File: src/rtl/segment7_scanner.sv
// segment7_scanner
//   Multiplexed driver for a 4-digit, common-anode 7-segment display.
//   A free-running divider produces a one-cycle scan tick. Each tick selects
//   the next digit in the order 3 -> 0 -> 1 -> 2 -> 3. Loads go into a shadow
//   register and reach the display copy only at a frame boundary, which is a
//   tick taken while digit 3 is selected. A frame is therefore never torn.
//
// Ports
//   clk        system clock
//   rst        synchronous, active-high reset
//   value_in   four nibbles; [3:0] is digit 0 (rightmost), [15:12] is digit 3
//   dp_in      per-digit decimal point, 1 = lit
//   blank_in   per-digit blank, 1 = digit dark
//   load       single-cycle strobe that captures value_in/dp_in/blank_in
//   pending    high while a captured load waits for its commit
//   segs       active-low cathodes, bit0=a .. bit6=g, bit7=dp
//   ssd_ctl    active-low anodes, one-hot-low, bit n = digit n
//   frame_done one-cycle pulse when digit 0 of a new frame is shown
module segment7_scanner #(
  parameter int SCAN_DIV_BITS  = 20,
  parameter int SCAN_DIV_COUNT = 100000
) (
  input  logic        clk,
  input  logic        rst,
  input  logic [15:0] value_in,
  input  logic [3:0]  dp_in,
  input  logic [3:0]  blank_in,
  input  logic        load,
  output logic        pending,
  output logic [7:0]  segs,
  output logic [3:0]  ssd_ctl,
  output logic        frame_done
);

  typedef struct packed {
    logic [15:0] value;
    logic [3:0]  dp;
    logic [3:0]  blank;
  } frame_t;

  localparam logic [SCAN_DIV_BITS-1:0] LAST = SCAN_DIV_BITS'(SCAN_DIV_COUNT - 1);

  logic [SCAN_DIV_BITS-1:0] counter;
  logic [1:0]               digit_sel;
  logic [1:0]               digit_sel_next;
  logic                     tick;
  logic                     boundary;
  frame_t                   shadow_q;
  frame_t                   display_q;
  frame_t                   display_next;
  frame_t                   in_frame;
  logic [3:0]               nibble;

  // Active-low segment pattern for one hex digit, segs[6:0].
  function automatic logic [6:0] decode(input logic [3:0] n);
    case (n)
      4'h0: decode = 7'h40;
      4'h1: decode = 7'h79;
      4'h2: decode = 7'h24;
      4'h3: decode = 7'h30;
      4'h4: decode = 7'h19;
      4'h5: decode = 7'h12;
      4'h6: decode = 7'h02;
      4'h7: decode = 7'h78;
      4'h8: decode = 7'h00;
      4'h9: decode = 7'h10;
      4'hA: decode = 7'h08;
      4'hB: decode = 7'h03;
      4'hC: decode = 7'h46;
      4'hD: decode = 7'h21;
      4'hE: decode = 7'h06;
      default: decode = 7'h0E;
    endcase
  endfunction

  assign in_frame = '{value: value_in, dp: dp_in, blank: blank_in};
  assign tick     = (counter == LAST);
  assign boundary = tick && (digit_sel == 2'd3);

  // 3 -> 0 wraps naturally in two bits.
  assign digit_sel_next = tick ? digit_sel + 2'd1 : digit_sel;

  // The display copy that the coming slot will show. A load that arrives on
  // the boundary itself bypasses the shadow, so it still makes this frame.
  always_comb begin
    // NOTE: assign a default before any branch so no path holds a stale
    // value, which would otherwise infer a latch.
    display_next = display_q;
    if (boundary) begin
      if (load)         display_next = in_frame;
      else if (pending) display_next = shadow_q;
    end
  end

  assign nibble = display_next.value[{digit_sel_next, 2'b00} +: 4];

  // NOTE: all state uses non-blocking assignments. Every register then
  // samples pre-edge values, whatever order the statements are written in.
  always_ff @(posedge clk) begin
    if (rst) begin
      // NOTE: display and shadow are reset like all other state. They feed
      // the pins directly, so reset must leave no stale digits on show.
      counter    <= '0;
      digit_sel  <= 2'd3;
      shadow_q   <= '0;
      display_q  <= '0;
      pending    <= 1'b0;
      segs       <= 8'hFF;
      ssd_ctl    <= 4'b1111;
      frame_done <= 1'b0;
    end else begin
      counter    <= tick ? '0 : counter + SCAN_DIV_BITS'(1);
      digit_sel  <= digit_sel_next;
      display_q  <= display_next;
      frame_done <= boundary;

      if (load) shadow_q <= in_frame;
      if (boundary)  pending <= 1'b0;
      else if (load) pending <= 1'b1;

      if (tick) begin
        if (display_next.blank[digit_sel_next]) begin
          segs    <= 8'hFF;
          ssd_ctl <= 4'b1111;
        end else begin
          segs    <= {~display_next.dp[digit_sel_next], decode(nibble)};
          ssd_ctl <= ~(4'b0001 << digit_sel_next);
        end
      end
    end
  end

endmodule
File: config.mk
export PLATFORM = sky130hd
export DESIGN_NAME = segment7_scanner
export DESIGN_NICKNAME = d
export VERILOG_FILES = /design/src/rtl/segment7_scanner.sv
export SDC_FILE = /design/constraint.sdc
export NUM_CORES = 1
export LEC_CHECK = 0
export ABC_AREA = 0
export CAP_MARGIN = 20
export CORE_MARGIN = 1
export CORE_UTILIZATION = 40
export CTS_CLUSTER_SIZE = 8
export DETAILED_ROUTE_END_ITERATION = 12
export GPL_TIMING_DRIVEN = 0
export MAX_ROUTING_LAYER = met4
export PLACE_DENSITY = 0.61
export SLEW_MARGIN = 5
export SYNTH_ARGS = -nofsm -noshare
export SYNTH_HDL_FRONTEND = slang
export SYNTH_SLANG_ARGS = --single-unit
export TNS_END_PERCENT = 20
File: constraint.sdc
create_clock -name clk -period 6.3 [get_ports clk]
set_input_delay 1.26 -clock clk [delete_from_list [all_inputs] [get_ports clk]]
set_output_delay 1.26 -clock clk [all_outputs]
set_load 0.005 [all_outputs]
==> reports/results.txt, run 1 <==
DRC violation total after the first TritonRoute iteration: 148
Most used flip-flop cell after synthesis: dfxtp_1
Hold Fails Final Rpt: 0
Post-synthesis area per instance: 8.79 um^2
Seq/Total Area, Yosys: 40.1%
Total inserted antenna cells: 0
Minimum setup slack in the final design: 2870 ps
Largest net degree at the start of global routing: 15
Hold Crit Class: flop to flop
Nets in the synthesized netlist: 512
Number of clock sinks: 84
Clock network latency to the later pin of the worst-skew pair: 370 ps
Wire length after detailed routing: 10900 um
Initial antenna violation count: 0
H-tree level count: 3
Max Buffers Root-to-Sink: 2
Share of cells above drive strength 1: 10.5%
Setup TNS: 0 ps
Syn Inst Count: 477
Critical path arrival: 3740 ps
Fraction of registers with async set/reset: 0%
Remaining Overflow, GRT: 0
Final layout net count: 563
Least-Margin Pin Slew: 917 ps
Number of iterations in the first detailed-routing pass: 7
Buffers inserted during post-CTS setup optimization: 0
Tmin final: 3430 ps
Run status: completed
Half-perimeter wire length of the detailed placement result: 7700 um
Skew final: 13.7 ps
Routability cong.: 0.852
Effective utilization at floorplan: 41.0%
Root Driver: clkbuf_8
Slowest CP cell: nand3_1
Slowest Stage Delay on Critical Path: 440 ps
Pwr per Cell Area: 209 mW/mm^2
Smallest hold slack: 464 ps
Number of max-capacitance violations reported: 0
Overall die height: 104 um
Delay-heaviest family, CP: simple AND/OR/NAND/NOR gates
Number of enable flip-flop cells after synthesis: 0
Total design power: 1.04 mW
Cell leakage power: 1.91 nW
Area of the die: 0.0109 mm^2
Ratio of routed vias to standard cells: 5.44
Synth warn: 0
RSZ-0062 raised after global routing: no
Startpoint type of the worst setup path: flop
VDD IR-drop max: 0.0879 mV
Post-CTS Hold Buffers: 0
Worst Path Buf+Inv: 2
Number of different library cells in the post-synthesis netlist: 58
Maximum achievable frequency: 291 MHz
Post-route ant nets: 0
Normalized max-slew margin: 38.9%
Number of gates given a new drive strength after cts: 0
Number of top-level pins: 41
# setup viols final: 0
Worst slack, placed: 2750 ps
Synthesized area: 0.00419 mm^2
Clock-pin slew reported for the worst setup and hold paths after clock tree synthesis: 90 ps
Die Width: 104 um
Cells along the critical path: ha_1 -> and4_2 -> and2_1 -> buf_2 -> nand3_1 -> o22ai_1 -> a21o_1 -> mux2_2 -> mux2_2 -> inv_1 -> ha_1 -> nor4_1 -> nor2_1 -> a21oi_1
Worst-path maximum fanout: 10
Critical path required time: 6600 ps
Clock tree from TritonCTS: built
Area of all placed cells without fillers: 0.00497 mm^2
Post-placement cell count: 653
Core area: 0.0102 mm^2
Drt drc: 0
Register bit count reported by yosys: 84
Area added between synthesis and finish: 18.6%
Via count: 3638
Max-slew violation count: 0
Critical path endpoint category: flop
Final cell utilization of the core: 48.6%
GRT Util Overall: 21.2%
TritonCTS Buffers: 9
Cell Area, Placed: 0.00476 mm^2
Port Buf Inserts: 39
Final period utilization: 54.5%
Number of global-route vias before repair: 3344
Site Rows: 37
Global-route wire length before repair: 17500 um
Post-layout instance count excluding filler cells: 669
Classification of the worst setup path: flop to flop
Wire length per cell after detailed routing: 16.2 um
cell usage after synthesis, types with 5 or more instances:
library cell  instances  share of area (%)
ha_1                  8                2.4
nand3_1              20                2.4
dfxtp_1              84                 40
xor2_1               12                2.5
inv_1                10               0.90
a21oi_1              17                2.0
a31oi_1               5               0.75
o22a_1               10                2.1
o21ai_0              14                1.7
mux2_2                5                1.3
xnor2_1               7                1.5
and3_1                6               0.90
mux2i_1              32                7.6
a21o_1                5               0.90
o22ai_1              20                3.0
clkbuf_1             18                1.6
nand2_1              15                1.3
nor2_1               96                8.6
nor3_1               15                1.8
nand2b_1              7                1.0
cell usage in the layout (no fill, tap or decap), types with 14 or more instances in the layout:
cell type	netlist	routed
nand2_1	15	15
o21ai_0	14	14
nor3_1	15	15
clkdlybuf4s50_1	0	39
nand3_1	20	20
a21oi_1	17	17
o22ai_1	20	20
dfxtp_1	84	84
nor2_1	96	96
mux2i_1	32	32
clkbuf_1	18	18
logic make-up (layout without fill, tap and decap cells):
family | Yosys count | in the layout | synth area share [%]
mux | 38 | 38 | 9.34
buf+inv | 38 | 94 | 4.57
simple gates | 196 | 196 | 24.3
fa+ha+maj | 8 | 8 | 2.39
xor+xnor | 20 | 20 | 4.36
compound gates | 93 | 93 | 15.0
flops | 84 | 84 | 40.1
final timing paths:
| path | from | to | slack, ps | cells past startpoint |
|---|---|---|---|---|
| max | counter[0] | segs[2] | 2870 | 14 |
| max reg2reg | counter[0] | segs[2] | 2870 | 14 |
| min | counter[0] | counter[0] | 460 | 1 |
| min reg2reg | counter[0] | counter[0] | 460 | 1 |
power by group:
part           internal (mW)  switching [mW]  total, mW
Clock                  0.206           0.210      0.416
Sequential             0.542         0.00657      0.548
Combinational         0.0368          0.0402     0.0770
Total                  0.784           0.257       1.04
area by class of cell:
type	count	area [um^2]
fillers	1006	5260
multi-input cells	355	2320
flip-flops and latches	84	1680
repair buffers	40	398
well taps	136	170
plain buffers	28	154
clock buffers	11	151
clock inverters	5	60.1
inverters	10	37.5
flip-flops by register name (all words and copies together), names as in the netlist:
| register | count |
|---|---|
| counter | 20 |
| shadow_q | 24 |
| ssd_ctl | 4 |
| frame_done | 1 |
| segs | 8 |
| digit_sel | 2 |
| pending | 1 |
| display_q | 24 |
layer usage:
metal  wire, um  track usage, %  vias up
met5          0               -        -
met4        124            5.71        0
met3        530            3.57       13
met2       4880            32.4       79
met1       5320            28.9     1752
li1           -               -     1794
Note: power is estimated with default switching activity, not from simulation.
==> inputs of run 2 (changes only) <==
==> constraint.sdc (replaced) <==
create_clock -name clk -period 3.2 [get_ports clk]
set_input_delay 0.64 -clock clk [delete_from_list [all_inputs] [get_ports clk]]
set_output_delay 0.64 -clock clk [all_outputs]
set_load 0.005 [all_outputs]
==> reports/results.txt, run 2 (synthesis results as in run 1) <==
Post-route ant nets: 0
# setup viols final: 0
Proportion of total power due to net switching: 24.7%
Max Buffers Root-to-Sink: 2
Clock network latency to the later pin of the worst-skew pair: 370 ps
Normalized max-slew margin: 38.6%
Core area: 0.0102 mm^2
DRC violation total after the first TritonRoute iteration: 195
Via count: 3673
Hold Fails Final Rpt: 0
Number of max-capacitance violations reported: 0
Tmin final: 3120 ps
Critical path arrival: 3380 ps
Smallest hold slack: 498 ps
Final layout net count: 573
Global-route wire length before repair: 17700 um
Setup TNS: 0 ps
Port Buf Inserts: 39
Site Rows: 37
Biggest regs: display_q (24), shadow_q (24), counter (20)
Share of cells above drive strength 1: 15.5%
Clock-pin slew reported for the worst setup and hold paths after clock tree synthesis: 90 ps
Total inserted antenna cells: 0
Largest net degree at the start of global routing: 15
Area added between synthesis and finish: 22.7%
Overall die height: 104 um
Post-CTS Hold Buffers: 0
Pint: 1.55 mW
Drt drc: 0
Initial antenna violation count: 0
Final period utilization: 97.4%
Clock tree from TritonCTS: built
TritonCTS Buffers: 9
Post-placement cell count: 653
Hold Crit Class: flop to flop
Critical path required time: 3470 ps
Startpoint type of the worst setup path: flop
Skew final: 12.3 ps
Run status: completed
Number of top-level pins: 41
Critical path endpoint category: flop
Remaining Overflow, GRT: 0
Leading cell types in the layout, fill and taps excluded: nor2_1, dfxtp_1, clkdlybuf4s50_1
Area of all placed cells without fillers: 0.00515 mm^2
Cell leakage power: 1.98 nW
Wire length per cell after detailed routing: 16.2 um
H-tree level count: 3
VDD IR-drop max: 0.171 mV
P_sw: 506 uW
Seq pwr share: 52.7%
Post-layout instance count excluding filler cells: 679
Number of global-route vias before repair: 3373
Half-perimeter wire length of the detailed placement result: 7700 um
RSZ-0062 raised after global routing: yes
GRT Util Overall: 21.4%
Least-Margin Pin Slew: 921 ps
Effective utilization at floorplan: 41.0%
Pwr per Cell Area: 399 mW/mm^2
Most common library cell in the layout ignoring fill and taps: nor2_1
Routability cong.: 0.852
Root Driver: clkbuf_8
Maximum achievable frequency: 321 MHz
Proportion of power drawn by combinational gates: 7.4%
Worst-path maximum fanout: 10
Share of total power in the clock network: 39.8%
Area of the die: 0.0109 mm^2
Number of clock sinks: 84
Ratio of routed vias to standard cells: 5.41
Max-slew violation count: 0
Wire length after detailed routing: 11000 um
Die Width: 104 um
Cell Area, Placed: 0.00476 mm^2
Number of iterations in the first detailed-routing pass: 8
Classification of the worst setup path: flop to flop
==> run 2: timing repair <==
item / in CTS / in global routing
buffers inserted: 3 / 8
pin swaps: 2 / 4
setup endpoints to repair: 7 / 7
gates resized for setup: 13 / 16
==> run 2: per-stage QoR <==
stage / utilization [%] / setup slack, ps / total power [mW]
after floorplan: - / 260 / 1.19
after global placement: 46.5 / -412 / 1.25
after detailed placement: 46.5 / -172 / 1.25
after CTS: 49.2 / 6.01 / 2.06
after global routing: 50.3 / -39.6 / 2.13
final: 50.3 / 84.3 / 2.05
==> run 2: worst paths after layout <==
path / slack (ps) / cells past startpoint / endpoint / startpoint
hold reg to reg: 500 / 2 / segs[2] / segs[2]
hold / removal: 500 / 2 / segs[2] / segs[2]
setup reg to reg: 80 / 12 / segs[3] / counter[8]
setup / recovery: 80 / 12 / segs[3] / counter[8]
==> run 2: per-layer routing <==
layer | vias up | wire [um] | track usage [%]
li1 | 1814 | - | -
met1 | 1769 | 5400 | 29.0
met2 | 81 | 5050 | 32.7
met3 | 9 | 471 | 3.57
met4 | 0 | 101 | 5.92
met5 | - | 0 | -
==> run 2: layout make-up <==
type                       instances  area (um^2)
fill                             989         5080
sequential                        84         1690
buffer                            27          173
inverter                          10         37.5
multi-input combinational        355         2390
timing repair buffer              51          480
clock buffer                      11          151
tap                              136          170
clock inverter                     5         60.1
==> run 2: power groups by stage <==
stage          combinational [mW]  sequential (mW)  clock, mW
2_1_floorplan              0.0874             1.10          0
3_3_place_gp                0.149             1.10          0
3_5_place_dp                0.151             1.10          0
4_1_cts                     0.153             1.08      0.829
5_1_grt                     0.166             1.09      0.881
6_report                    0.152             1.08      0.818
==> run 2: worst max-delay path, stage by stage (launching register included) <==
cell and delay (ps):
dfxtp_1 380, nor4_4 370, nand4_4 220, nor2_4 200, buf_4 170, xnor2_4 220
mux2_2 400, mux2_4 330, buf_4 160, ha_1 180, mux2i_1 130, mux2i_1 100
o22a_1 160
==> RTL change (settings of run 2) <==
Change the parameter `SCAN_DIV_BITS` from 20 to 30.
--- a/src/rtl/segment7_scanner.sv
+++ b/src/rtl/segment7_scanner.sv
@@ -18,5 +18,5 @@
 //   frame_done one-cycle pulse when digit 0 of a new frame is shown
 module segment7_scanner #(
-  parameter int SCAN_DIV_BITS  = 20,
+  parameter int SCAN_DIV_BITS  = 30,
   parameter int SCAN_DIV_COUNT = 100000
 ) (
Behaviour: same outputs for any inputs over 10 cycles, from zero or initial values and one cycle with rst high; that may be too few to reach the edited logic, so the function may still have changed.
==> RTL change against run 2 <==
- sequential share of layout area up 0.98 points
- worst setup slack gained 0.055 ns
- synthesized area grew 5.5%
- wire length increased by 0.54%
- power increased by 7.4%
- synthesized cell count grew 5.7%
- utilization grew 1.8 points
- via count increased by 4.7%
- first-iteration DRC count is 43% lower
- cell area increased by 9.2%
- sequential power is 11% higher
- sequential cell count rose by 10
- critical endpoint unchanged
==> RTL change: results (changes against run 2) <==
Routed length on met2 - 5430 um (was 5050 um)
Fillers - 1000 (was 989)
Comb power frac - 6.6% (was 7.4%)
Post-synthesis share of cell area spent on xor and xnor gates - 5.35% (was 4.36%)
Fraction of layout cells with a size suffix above 1 - 18.1% (was 15.5%)
Run status - finished, final reports clean (unchanged)
Largest net degree at the start of global routing - 16 (was 15)
Worst Hold Slack - 0.417 ns (was 0.498 ns)
Net Sw Power - 0.512 mW (was 0.506 mW)
Top cells by area, synth - sky130_fd_sc_hd__dfxtp_1 43%, sky130_fd_sc_hd__nor2_1 7.9%, sky130_fd_sc_hd__mux2i_1 5.7%, sky130_fd_sc_hd__xor2_1 3.0%, sky130_fd_sc_hd__a21oi_1 2.5% (was sky130_fd_sc_hd__dfxtp_1 40%, sky130_fd_sc_hd__nor2_1 8.6%, sky130_fd_sc_hd__mux2i_1 7.6%, sky130_fd_sc_hd__o22ai_1 3.0%, sky130_fd_sc_hd__xor2_1 2.5%)
Inst Count DP - 682 (was 653)
First-pass GRT wire length - 17800 um (was 17700 um)
Met3 track demand over resource - 4.62% (was 3.57%)
Detailed-routed wire length on met3 - 481 um (was 471 um)
Static leakage - 2.07 nW (was 1.98 nW)
Syn_area_per_cell - 8.77 um2 (was 8.79 um2)
Number of global-route vias before repair - 3706 (was 3373)
End point of the worst hold path - counter[0] (was segs[2])
Adder and majority cell fraction of the synthesized area - 2.26% (was 2.39%)
Internal Dissipation - 1.69 mW (was 1.55 mW)
Hold Crit Depth - 1 (was 2)
Total GRT Usage - 20.6% (was 21.4%)
Proportion of synthesized area in mux cells - 7.19% (was 9.34%)
Maximum single-stage delay on the critical path - 0.38 ns (was 0.40 ns)
Yosys cell types - 62 (was 58)
Internal reg-to-reg setup slack - 0.14 ns (was 0.08 ns)
Most numerous cell types in the synthesized netlist - 94 x sky130_fd_sc_hd__dfxtp_1, 93 x sky130_fd_sc_hd__nor2_1, 29 x sky130_fd_sc_hd__nand2_1 (was 96 x sky130_fd_sc_hd__nor2_1, 84 x sky130_fd_sc_hd__dfxtp_1, 32 x sky130_fd_sc_hd__mux2i_1)
-- RTL change: through the flow --
stage	worst slack, ns	utilization (%)
finish	0.140	52.1
CTS	0.0160	49.9
detailed placement	-0.992	46.1
global placement	-0.931	46.1
global route	-0.0221	52.1
floorplan	0.000184	-
-- RTL change: worst max-delay path, delay by kind of cell, from the launching register on --
family          cells  cell delay, ns
fa+ha+maj           1            0.15
simple gates        5            1.12
flops               1            0.36
buf+inv             3            0.48
mux                 2            0.39
compound gates      2            0.42
-- RTL change: cell type report --
| class | instances | area (um2) | area share, % |
|---|---|---|---|
| buffer | 28 | 160 | 2.85 |
| clock buffer | 9 | 124 | 2.20 |
| clock inverter | 6 | 87.6 | 1.56 |
| inverter | 11 | 48.8 | 0.868 |
| multi-input combinational | 371 | 2550 | 45.4 |
| sequential | 94 | 1900 | 33.8 |
| tap | 140 | 175 | 3.12 |
| timing repair buffer | 61 | 578 | 10.3 |
